$ cat src/rtl/systolic_mac_pe.sv
// systolic_mac_pe: weight-stationary multiply-accumulate tile of the systolic
// matrix engine. Activations flow west->east, partial sums north->south and
// weights shift down the column into a shadow register that is swapped into
// the active register on w_swap, so the next tile's weights load while the
// current tile computes.
//
// Build option: define SYSTOLIC_MAC_PE_SAT_EN to clamp the accumulation to the
// ACC_W range and add the sticky sat_flag output. Without it the sum wraps.
module systolic_mac_pe #(
  parameter int DATA_W = 8,
  parameter int ACC_W  = 32,
  parameter int SIGNED = 1
) (
  input  logic              clk,
  input  logic              rst,
  input  logic [DATA_W-1:0] a_in,
  input  logic              a_valid,
  output logic [DATA_W-1:0] a_out,
  output logic              a_valid_out,
  input  logic [ACC_W-1:0]  psum_in,
  input  logic              psum_valid_in,
  output logic [ACC_W-1:0]  psum_out,
  output logic              psum_valid_out,
  input  logic [DATA_W-1:0] w_in,
  input  logic              w_shift,
  output logic [DATA_W-1:0] w_out,
  input  logic              w_swap,
  output logic              shadow_full,
`ifdef SYSTOLIC_MAC_PE_SAT_EN
  output logic              sat_flag,
`endif
  output logic              swap_err
);

  // Operand interpretation: 1 = two's complement, 0 = unsigned.
  localparam logic SGN = (SIGNED != 0);

  // The wrap build only needs ACC_W bits; the saturating build keeps one
  // extra bit so overflow is visible before clamping.
`ifdef SYSTOLIC_MAC_PE_SAT_EN
  localparam int SUM_W = ACC_W + 1;
`else
  localparam int SUM_W = ACC_W;
`endif

  typedef enum logic {
    EMPTY = 1'b0,
    FULL  = 1'b1
  } w_state_t;

  w_state_t          w_state;
  logic [DATA_W-1:0] w_shadow;
  logic [DATA_W-1:0] w_active;

  logic [2*DATA_W-1:0] a_x;
  logic [2*DATA_W-1:0] w_x;
  logic [2*DATA_W-1:0] prod;
  logic [SUM_W-1:0]    prod_ext;
  logic [SUM_W-1:0]    addend;
  logic [SUM_W-1:0]    sum;
  logic [ACC_W-1:0]    mac_result;
  logic                mac_clamp;

  assign w_out       = w_shadow;
  assign shadow_full = (w_state == FULL);

  // Weight double buffer: shadow loads from the column chain, swap copies it
  // into the active weight. A swap with nothing buffered is flagged, not done.
  // NOTE: all state uses non-blocking assignments so every register samples
  // the pre-edge values, which is what lets shift+swap hand the old shadow to
  // active while the shadow takes w_in in the same edge.
  always_ff @(posedge clk or negedge rst) begin
    if (!rst) begin
      w_state  <= EMPTY;
      w_shadow <= '0;
      w_active <= '0;
      swap_err <= 1'b0;
    end else begin
      if (w_swap) begin
        if (w_state == FULL) begin
          w_active <= w_shadow;
        end else begin
          swap_err <= 1'b1;
        end
      end
      if (w_shift) begin
        w_shadow <= w_in;
        w_state  <= FULL;
      end else if (w_swap && (w_state == FULL)) begin
        w_state <= EMPTY;
      end
    end
  end

  // Multiply and accumulate datapath, sign- or zero-extended per SGN.
  // NOTE: every output of this block gets a value on every path, so no
  // latch is inferred.
  always_comb begin
    a_x      = {{DATA_W{SGN & a_in[DATA_W-1]}}, a_in};
    w_x      = {{DATA_W{SGN & w_active[DATA_W-1]}}, w_active};
    prod     = a_x * w_x;
    prod_ext = SUM_W'($signed({SGN & prod[2*DATA_W-1], prod}));
    addend   = psum_valid_in ? SUM_W'($signed({SGN & psum_in[ACC_W-1], psum_in})) : '0;
    sum      = prod_ext + addend;
  end

  // Final result: clamp to the ACC_W range, or plain modulo-2^ACC_W wrap.
  always_comb begin
    mac_result = sum[ACC_W-1:0];
    mac_clamp  = 1'b0;
`ifdef SYSTOLIC_MAC_PE_SAT_EN
    if (SGN) begin
      if (sum[ACC_W] != sum[ACC_W-1]) begin
        mac_clamp  = 1'b1;
        mac_result = sum[ACC_W] ? {1'b1, {(ACC_W-1){1'b0}}} : {1'b0, {(ACC_W-1){1'b1}}};
      end
    end else if (sum[ACC_W]) begin
      mac_clamp  = 1'b1;
      mac_result = '1;
    end
`endif
  end

  // Partial-sum register: MAC on a valid activation, otherwise bypass a valid
  // psum_in or hold the previous value.
  always_ff @(posedge clk or negedge rst) begin
    if (!rst) begin
      psum_out       <= '0;
      psum_valid_out <= 1'b0;
`ifdef SYSTOLIC_MAC_PE_SAT_EN
      sat_flag       <= 1'b0;
`endif
    end else if (a_valid) begin
      psum_out       <= mac_result;
      psum_valid_out <= 1'b1;
`ifdef SYSTOLIC_MAC_PE_SAT_EN
      if (mac_clamp) begin
        sat_flag <= 1'b1;
      end
`endif
    end else begin
      psum_valid_out <= psum_valid_in;
      if (psum_valid_in) begin
        psum_out <= psum_in;
      end
    end
  end

  // Activation forwarding east; data holds while the lane is idle.
  always_ff @(posedge clk or negedge rst) begin
    if (!rst) begin
      a_out       <= '0;
      a_valid_out <= 1'b0;
    end else begin
      a_valid_out <= a_valid;
      if (a_valid) begin
        a_out <= a_in;
      end
    end
  end

`ifndef SYSTOLIC_MAC_PE_SAT_EN
  // Only the saturating build consumes the clamp indication.
  logic unused_clamp;
  assign unused_clamp = mac_clamp;
`endif

endmodule

$ cat config.mk
export PLATFORM = sky130hd
export DESIGN_NAME = systolic_mac_pe
export DESIGN_NICKNAME = d
export VERILOG_FILES = /design/src/rtl/systolic_mac_pe.sv
export SDC_FILE = /design/constraint.sdc
export NUM_CORES = 1
export LEC_CHECK = 0
export CAP_MARGIN = 5
export CORE_UTILIZATION = 50
export CTS_BUF_LIST = sky130_fd_sc_hd__clkbuf_4 sky130_fd_sc_hd__clkbuf_8 sky130_fd_sc_hd__clkbuf_16
export CTS_CLUSTER_SIZE = 40
export DETAILED_ROUTE_END_ITERATION = 16
export PLACE_DENSITY_LB_ADDON = 0.12
export SLEW_MARGIN = 20
export SYNTH_ARGS = -nofsm -noshare
export SYNTH_HDL_FRONTEND = slang
export SYNTH_SLANG_ARGS = --single-unit
$ cat constraint.sdc
create_clock -name clk -period 6.3 [get_ports clk]
set_input_delay 1.26 -clock clk [delete_from_list [all_inputs] [get_ports clk]]
set_output_delay 1.26 -clock clk [all_outputs]
set_load 0.05 [all_outputs]
After elaboration in Yosys (flattened, before gate mapping)
Cells that the tools add are included.

operators by class
  $add $sub $neg = 1
  multiply operators = 1
  order comparisons = 0
  shifts and indexed selects = 0
  bitwise operators = 1
  div/mod/pow operators = 0
  reductions and logical operators = 5
  equality and inequality tests = 0
  mux-type cells = 6

operators with widths
  cell                 count
  $mux W32             3
  $add A32 B32 Y32     1
  $mul A8 B8 Y16       1
  $reduce_and A2 Y1    2
  $reduce_bool A2 Y1   2
  $mux W1              3
  $logic_and A1 B1 Y1  1
  $not A1 Y1           1

word-level totals
  flip-flop bits (word level) = 60
  RAM bits = 0
  latch bits = 0
  memories = 0
  logic and storage cells = 22
  bits in read-only memories = 0

Depth between registers and ports, before layout
Gate-level depths: netlist of the first run.

  depth in word-level cells = 3
  gate-level depth with buffers = 32

Least setup slack after synthesis of the first run
OpenSTA, ideal clock, no wires.

  path type = input-to-reg
  start = in a_in[0]
  end = reg psum_out[26]
  setup slack = -1.452 ns
  path buffers = 2
  data arrival time = 7.628 ns
  library setup time = 0.124 ns
  cell stages on the path = 26
  cell sequence = nand2b_1 -> fa_1 -> fa_1 -> inv_1 -> fa_1 -> inv_1 -> fa_1 -> inv_1 -> ha_1 -> o211ai_2 -> o211ai_2 -> a41oi_2 -> or3_4 -> and2_4 -> buf_6 -> inv_2 -> clkbuf_1 -> ha_1 -> o21ai_0 -> o21bai_1 -> a211oi_1 -> o21a_1 -> nand2_1 -> o31ai_1 -> a221oi_1 -> a211o_1

between the ends
  word-level cells in the longest chain between the ends = 3

ends and longest elaborated chain
  item                  line  RTL
  from (decl)           16    input logic [DATA_W-1:0] a_in,
  $mul A8 B8 Y16        101   prod = a_x * w_x;
  $add A32 B32 Y32      104   sum = prod_ext + addend;
  $mux W32              133   end else if (a_valid) begin
  to (signal assigned)  134   psum_out <= mac_result;
  to (signal assigned)  144   psum_out <= psum_in;
  to (decl)             22    output logic [ACC_W-1:0] psum_out,

Every way passes these cells.
A chain may end at the register's enable or synchronous reset.

Final worst setup path of the first run
  start = in a_in[3]
  end = reg psum_out[25]

The elaborated chain is that of the path after synthesis.

==> results of run 1 <==
-- layer usage --
metal	vias up	GRT usage (%)	routed length (um)
li1	2976	-	-
met2	156	47.8	9130
met5	-	0	0
met1	3000	33.4	7810
met4	0	7.61	249
met3	22	4.89	710
-- Yosys cell counts (4+ instances only) --
cell type / number
o21bai_1: 8
or3_1: 7
xor2_1: 13
dfrtp_1: 60
fa_1: 56
nand2b_1: 9
o21ai_0: 27
xnor2_1: 24
ha_1: 53
nand3_1: 16
a211o_1: 4
a211oi_1: 13
clkbuf_1: 18
nor2_1: 18
inv_1: 97
mux2_2: 25
nor3_1: 5
a21oi_1: 62
nor2b_1: 11
a21o_1: 13
o21ai_1: 11
and2_1: 70
nand2_1: 64
o211ai_1: 6
-- final timing paths --
| kind | start | slack, ns | end |
|---|---|---|---|
| min reg2reg | swap_err | 0.47 | swap_err |
| min | swap_err | 0.47 | swap_err |
| max in group asynchronous | rst | 4.65 | w_active[2] |
| max reg2reg | w_active[2] | -0.22 | psum_out[25] |
| min in group asynchronous | rst | 1.06 | a_out[1] |
| max | a_in[3] | -0.68 | psum_out[25] |
-- what timing repair did --
action	4_1_cts	5_1_grt
pin swaps	40	35
hold endpoints to repair	0	0
setup buffers	7	5
setup endpoints to repair	22	20
gates resized for setup	72	34
-- final cells by class --
type                            instances  area [um^2]
Clock buffer                            9          225
Timing Repair Buffer                  231         2000
Sequential cell                        60         1500
Fill cell                             975         3270
Multi-Input combinational cell        568         5150
Inverter                              101          382
Clock inverter                          7         83.8
Tap cell                              172          215
-- through the flow --
stage,std cells,TNS [ns]
floorplan,752,-7.49
CTS,1144,-8.75
finish,1148,-7.48
global route,1148,-12.81
detailed placement,1121,-25.40
global placement,1121,-23.14
-- sequential cells by signal (all words and copies together) (netlist names) --
register and count:
a_out 8, a_valid_out 1, swap_err 1, psum_valid_out 1, shadow_full 1, w_active 8
w_out 8, psum_out 32
-- critical path: cells and delay by family --
kind / cells / cell delay [ns]
buffers and inverters: 3 / 0.24
adder cells (fa/ha/maj): 7 / 2.39
XOR/XNOR: 1 / 0.14
AO/OA/AOI/OAI: 15 / 2.35
AND/OR/NAND/NOR: 3 / 0.58
multiplexers: 1 / 0.20
-- logic make-up after synthesis --
group | share of synthesized area [%]
compound gates | 17.7
xor+xnor | 4.83
fa+ha+maj | 26.6
buf+inv | 7.11
flops | 22.4
mux | 4.50
simple gates | 16.8
==> impl_metrics.env, run 1 <==
export IMPL_yosys_area_top_type_share_pct=22.4
export IMPL_dominantRegCellSynth="dfrtp_1"
export IMPL_cts_tree="done"
export IMPL_status="finished, violations left"
export IMPL_slew_headroom_pct=45.1
export IMPL_placed_cell_area_mm2=0.00890
export IMPL_routed_wl_mm=17.9
export IMPL_fin_nets=1134
export IMPL_insertion_delay_ns=0.35
export IMPL_fp_dieArea_mm2=0.0139
export IMPL_antenna_left=0
export IMPL_numCtsBuffers=9
export IMPL_worst_pin_slew_ns=0.823
export IMPL_grt_max_degree=67
export IMPL_yosysSeqAreaShare_pct=22.4
export IMPL_post_route_min_period_ns=6.98
export IMPL_post_route_period_util_pct=111
export IMPL_diodes=0
export IMPL_violations="negative setup slack"
export IMPL_drv_slew=0
export IMPL_layout_common_cells="buf_4, clkdlybuf4s50_1, inv_1"
export IMPL_fmax_mhz=143
export IMPL_crit_path_end_kind="flop"
export IMPL_gp_congestion=0.872
export IMPL_worstPathArrival_ns=7.19
export IMPL_drt_iter0_markers=297
export IMPL_start_util_pct=52.3
export IMPL_synth_top_cell_by_area="dfrtp_1"
export IMPL_wl_per_cell_um=15.6
export IMPL_pin_count=106
export IMPL_cp_max_fo=9
export IMPL_areaGrowthSynthToFinish_pct=42.6
export IMPL_hp_class="flop to flop"
export IMPL_holdWs_ns=0.470
export IMPL_grt_overflow=0
export IMPL_syn_area_per_cell_um2=8.91
export IMPL_rr_worst_depth=29
export IMPL_num_rows=41
export IMPL_die_h_um=118
export IMPL_antenna_found_initial=0
export IMPL_clockBufferDepth=2
export IMPL_die_width_um=118
export IMPL_path_clk_slew_ns=0.07
export IMPL_cts_root_buffer="clkbuf_16"
export IMPL_final_util_pct=74.5
export IMPL_syn_num_nets=915
export IMPL_core_area_mm2=0.0128
export IMPL_finClkSkew_ns=0.00711
export IMPL_cts_sinks=60
export IMPL_pre_cts_ws_ns=-1.61
export IMPL_crit_required_ns=6.51
export IMPL_worst_slack_ns=-0.681
export IMPL_setup_viol=14
export IMPL_ys_warnings_count=0
export IMPL_holdPathStages=1
export IMPL_synth_cell_types=67
export IMPL_finalInstanceArea_mm2=0.00956
export IMPL_synth_seq_cells=60
export IMPL_netlist_instances=752
export IMPL_synth_area_leaders="dfrtp_1, fa_1, ha_1"
export IMPL_max_stage_delay_ns=0.52
export IMPL_cp_slowest_cell="fa_1"
export IMPL_port_buffers=105
export IMPL_grt_use_total_pct=27.0
export IMPL_first_pass_iters=5
export IMPL_dpl_hpwl_mm=13.7
export IMPL_final_common_cell="buf_4"
export IMPL_synth_area_mm2=0.00670
export IMPL_grt_pass1_wl_mm=30.1
export IMPL_maxCapViolCount=0
export IMPL_drcViolationCount=0
export IMPL_routed_via_density=5.36
export IMPL_synth_edf_count=0
export IMPL_finalHoldViolations=0
export IMPL_rsz0062_at_grt="yes"
export IMPL_htreeDepth=3
export IMPL_drive_above_1_share_pct=26.6
export IMPL_synthArstFlopShare_pct=100
export IMPL_vias=6154
export IMPL_grt_pass1_vias=6468
export IMPL_start_kind="primary input"
export IMPL_cts_hold_buf=0
export IMPL_path_class="primary input to flop"
Power of run 1 is not shown: default switching activity piles up to over one toggle a cycle in this logic, so the estimate is an artifact.
==> run 2: changes to the inputs <==
==> constraint.sdc (replaced) <==
create_clock -name clk -period 6.3 [get_ports clk]
set_input_delay 1.26 -clock clk [delete_from_list [all_inputs] [get_ports clk]]
set_output_delay 1.26 -clock clk [all_outputs]
set_load 0.01 [all_outputs]
==> impl_metrics.env, run 2 (synthesized netlist as in run 1, its figures left out) <==
export IMPL_violations="negative setup slack"
export IMPL_maxCapViolCount=0
export IMPL_insertion_delay_ns=0.34
export IMPL_finalHoldViolations=0
export IMPL_status="finished, violations left"
export IMPL_cts_tree="done"
export IMPL_drive_above_1_share_pct=28.5
export IMPL_slew_headroom_pct=45.4
export IMPL_antenna_found_initial=0
export IMPL_crit_path_frequent_cell="fa_1"
export IMPL_areaGrowthSynthToFinish_pct=43.8
export IMPL_holdWs_ns=0.487
export IMPL_post_route_period_util_pct=114
export IMPL_fin_nets=1148
export IMPL_hp_class="flop to flop"
export IMPL_pre_cts_ws_ns=-1.68
export IMPL_crit_required_ns=6.58
export IMPL_drv_slew=0
export IMPL_clockBufferDepth=2
export IMPL_fmax_mhz=139
export IMPL_vias=6280
export IMPL_path_clk_slew_ns=0.05
export IMPL_drcViolationCount=0
export IMPL_startpoint="a_in[6]"
export IMPL_antenna_left=0
export IMPL_grt_pass1_wl_mm=31.1
export IMPL_grt_max_degree=61
export IMPL_routed_via_density=5.41
export IMPL_largest_register="psum_out"
export IMPL_setup_viol=16
export IMPL_worstPathArrival_ns=7.46
export IMPL_cp_slowest_cell="o41a_4"
export IMPL_cts_root_buffer="clkbuf_16"
export IMPL_wl_per_cell_um=16.2
export IMPL_worst_pin_slew_ns=0.820
export IMPL_grt_use_total_pct=28.1
export IMPL_cts_hold_buf=0
export IMPL_grt_overflow=0
export IMPL_drt_iter0_markers=264
export IMPL_rr_startpoint="w_active[2]"
export IMPL_dpl_hpwl_mm=14.1
export IMPL_pin_count=106
export IMPL_port_buffers=105
export IMPL_finClkSkew_ns=0.00679
export IMPL_crit_path_end_kind="flop"
export IMPL_diodes=0
export IMPL_min_from="swap_err"
export IMPL_rsz0062_at_grt="yes"
export IMPL_gp_congestion=0.927
export IMPL_start_util_pct=52.3
export IMPL_routed_wl_mm=18.9
export IMPL_placed_cell_area_mm2=0.00893
export IMPL_layout_common_cells="buf_4, clkdlybuf4s50_1, inv_1"
export IMPL_htreeDepth=3
export IMPL_final_common_cell="buf_4"
export IMPL_core_area_mm2=0.0128
export IMPL_fp_dieArea_mm2=0.0139
export IMPL_worst_slack_ns=-0.885
export IMPL_max_stage_delay_ns=0.54
export IMPL_path_class="primary input to flop"
export IMPL_grt_pass1_vias=6544
export IMPL_n_fill_cell=968
export IMPL_start_kind="primary input"
export IMPL_die_h_um=118
export IMPL_largest_reg_flops=32
export IMPL_numCtsBuffers=9
export IMPL_cp_max_fo=6
export IMPL_post_route_min_period_ns=7.18
export IMPL_cts_sinks=60
export IMPL_num_rows=41
export IMPL_first_pass_iters=4
export IMPL_finalInstanceArea_mm2=0.00964
export IMPL_die_width_um=118
==> run 2: area by class of cell <==
cell class | instances | area (um^2) | share of cell area, %
Clock buffer | 10 | 239 | 2.48
Clock inverter | 5 | 37.5 | 0.389
Inverter | 101 | 382 | 3.96
Multi-Input combinational cell | 568 | 5120 | 53.2
Sequential cell | 60 | 1500 | 15.6
Tap cell | 172 | 215 | 2.23
Timing Repair Buffer | 245 | 2140 | 22.2
==> run 2: path summary, 6_finish.rpt <==
check                                      end  slack, ns  cells past startpoint
min in group asynchronous             a_out[0]       1.09                      2
worst min register to register        swap_err       0.49                      1
max in group asynchronous       psum_valid_out       4.66                      2
worst max-delay path              psum_out[29]      -0.88                     30
worst min-delay path                  swap_err       0.49                      1
worst max register to register    psum_out[29]      -0.47                     29
==> run 2: what timing repair did <==
item                       in CTS  in global routing
pin swaps                      35                 34
setup endpoints to repair      22                 21
setup buffers                  15                  9
gates resized for setup        67                 47
==> run 2: critical path, delay by kind of cell <==
kind                     cells  cell delay (ns)
adder cells (fa/ha/maj)      6             2.60
AO/OA/AOI/OAI               11             2.08
AND/OR/NAND/NOR              4             0.65
buffers and inverters        7             0.52
multiplexers                 1             0.20
XOR/XNOR                     1             0.12
==> run 2: metal layers <==
| metal | wire length [um] | GRT usage [%] | up-vias |
|---|---|---|---|
| met3 | 899 | 4.89 | 30 |
| li1 | - | - | 3018 |
| met5 | 0 | 0 | - |
| met2 | 9580 | 49.3 | 179 |
| met4 | 458 | 9.94 | 0 |
| met1 | 7920 | 34.5 | 3053 |
==> run 2: metrics by stage <==
stage	util (%)	cells	TNS (ns)
2_1_floorplan	-	752	-7.42
3_3_place_gp	69.6	1123	-23.17
3_5_place_dp	69.6	1123	-26.52
4_1_cts	73.3	1152	-9.91
5_1_grt	75.2	1161	-15.47
6_report	75.2	1161	-10.71
Power of run 2 is left out for the same reason.
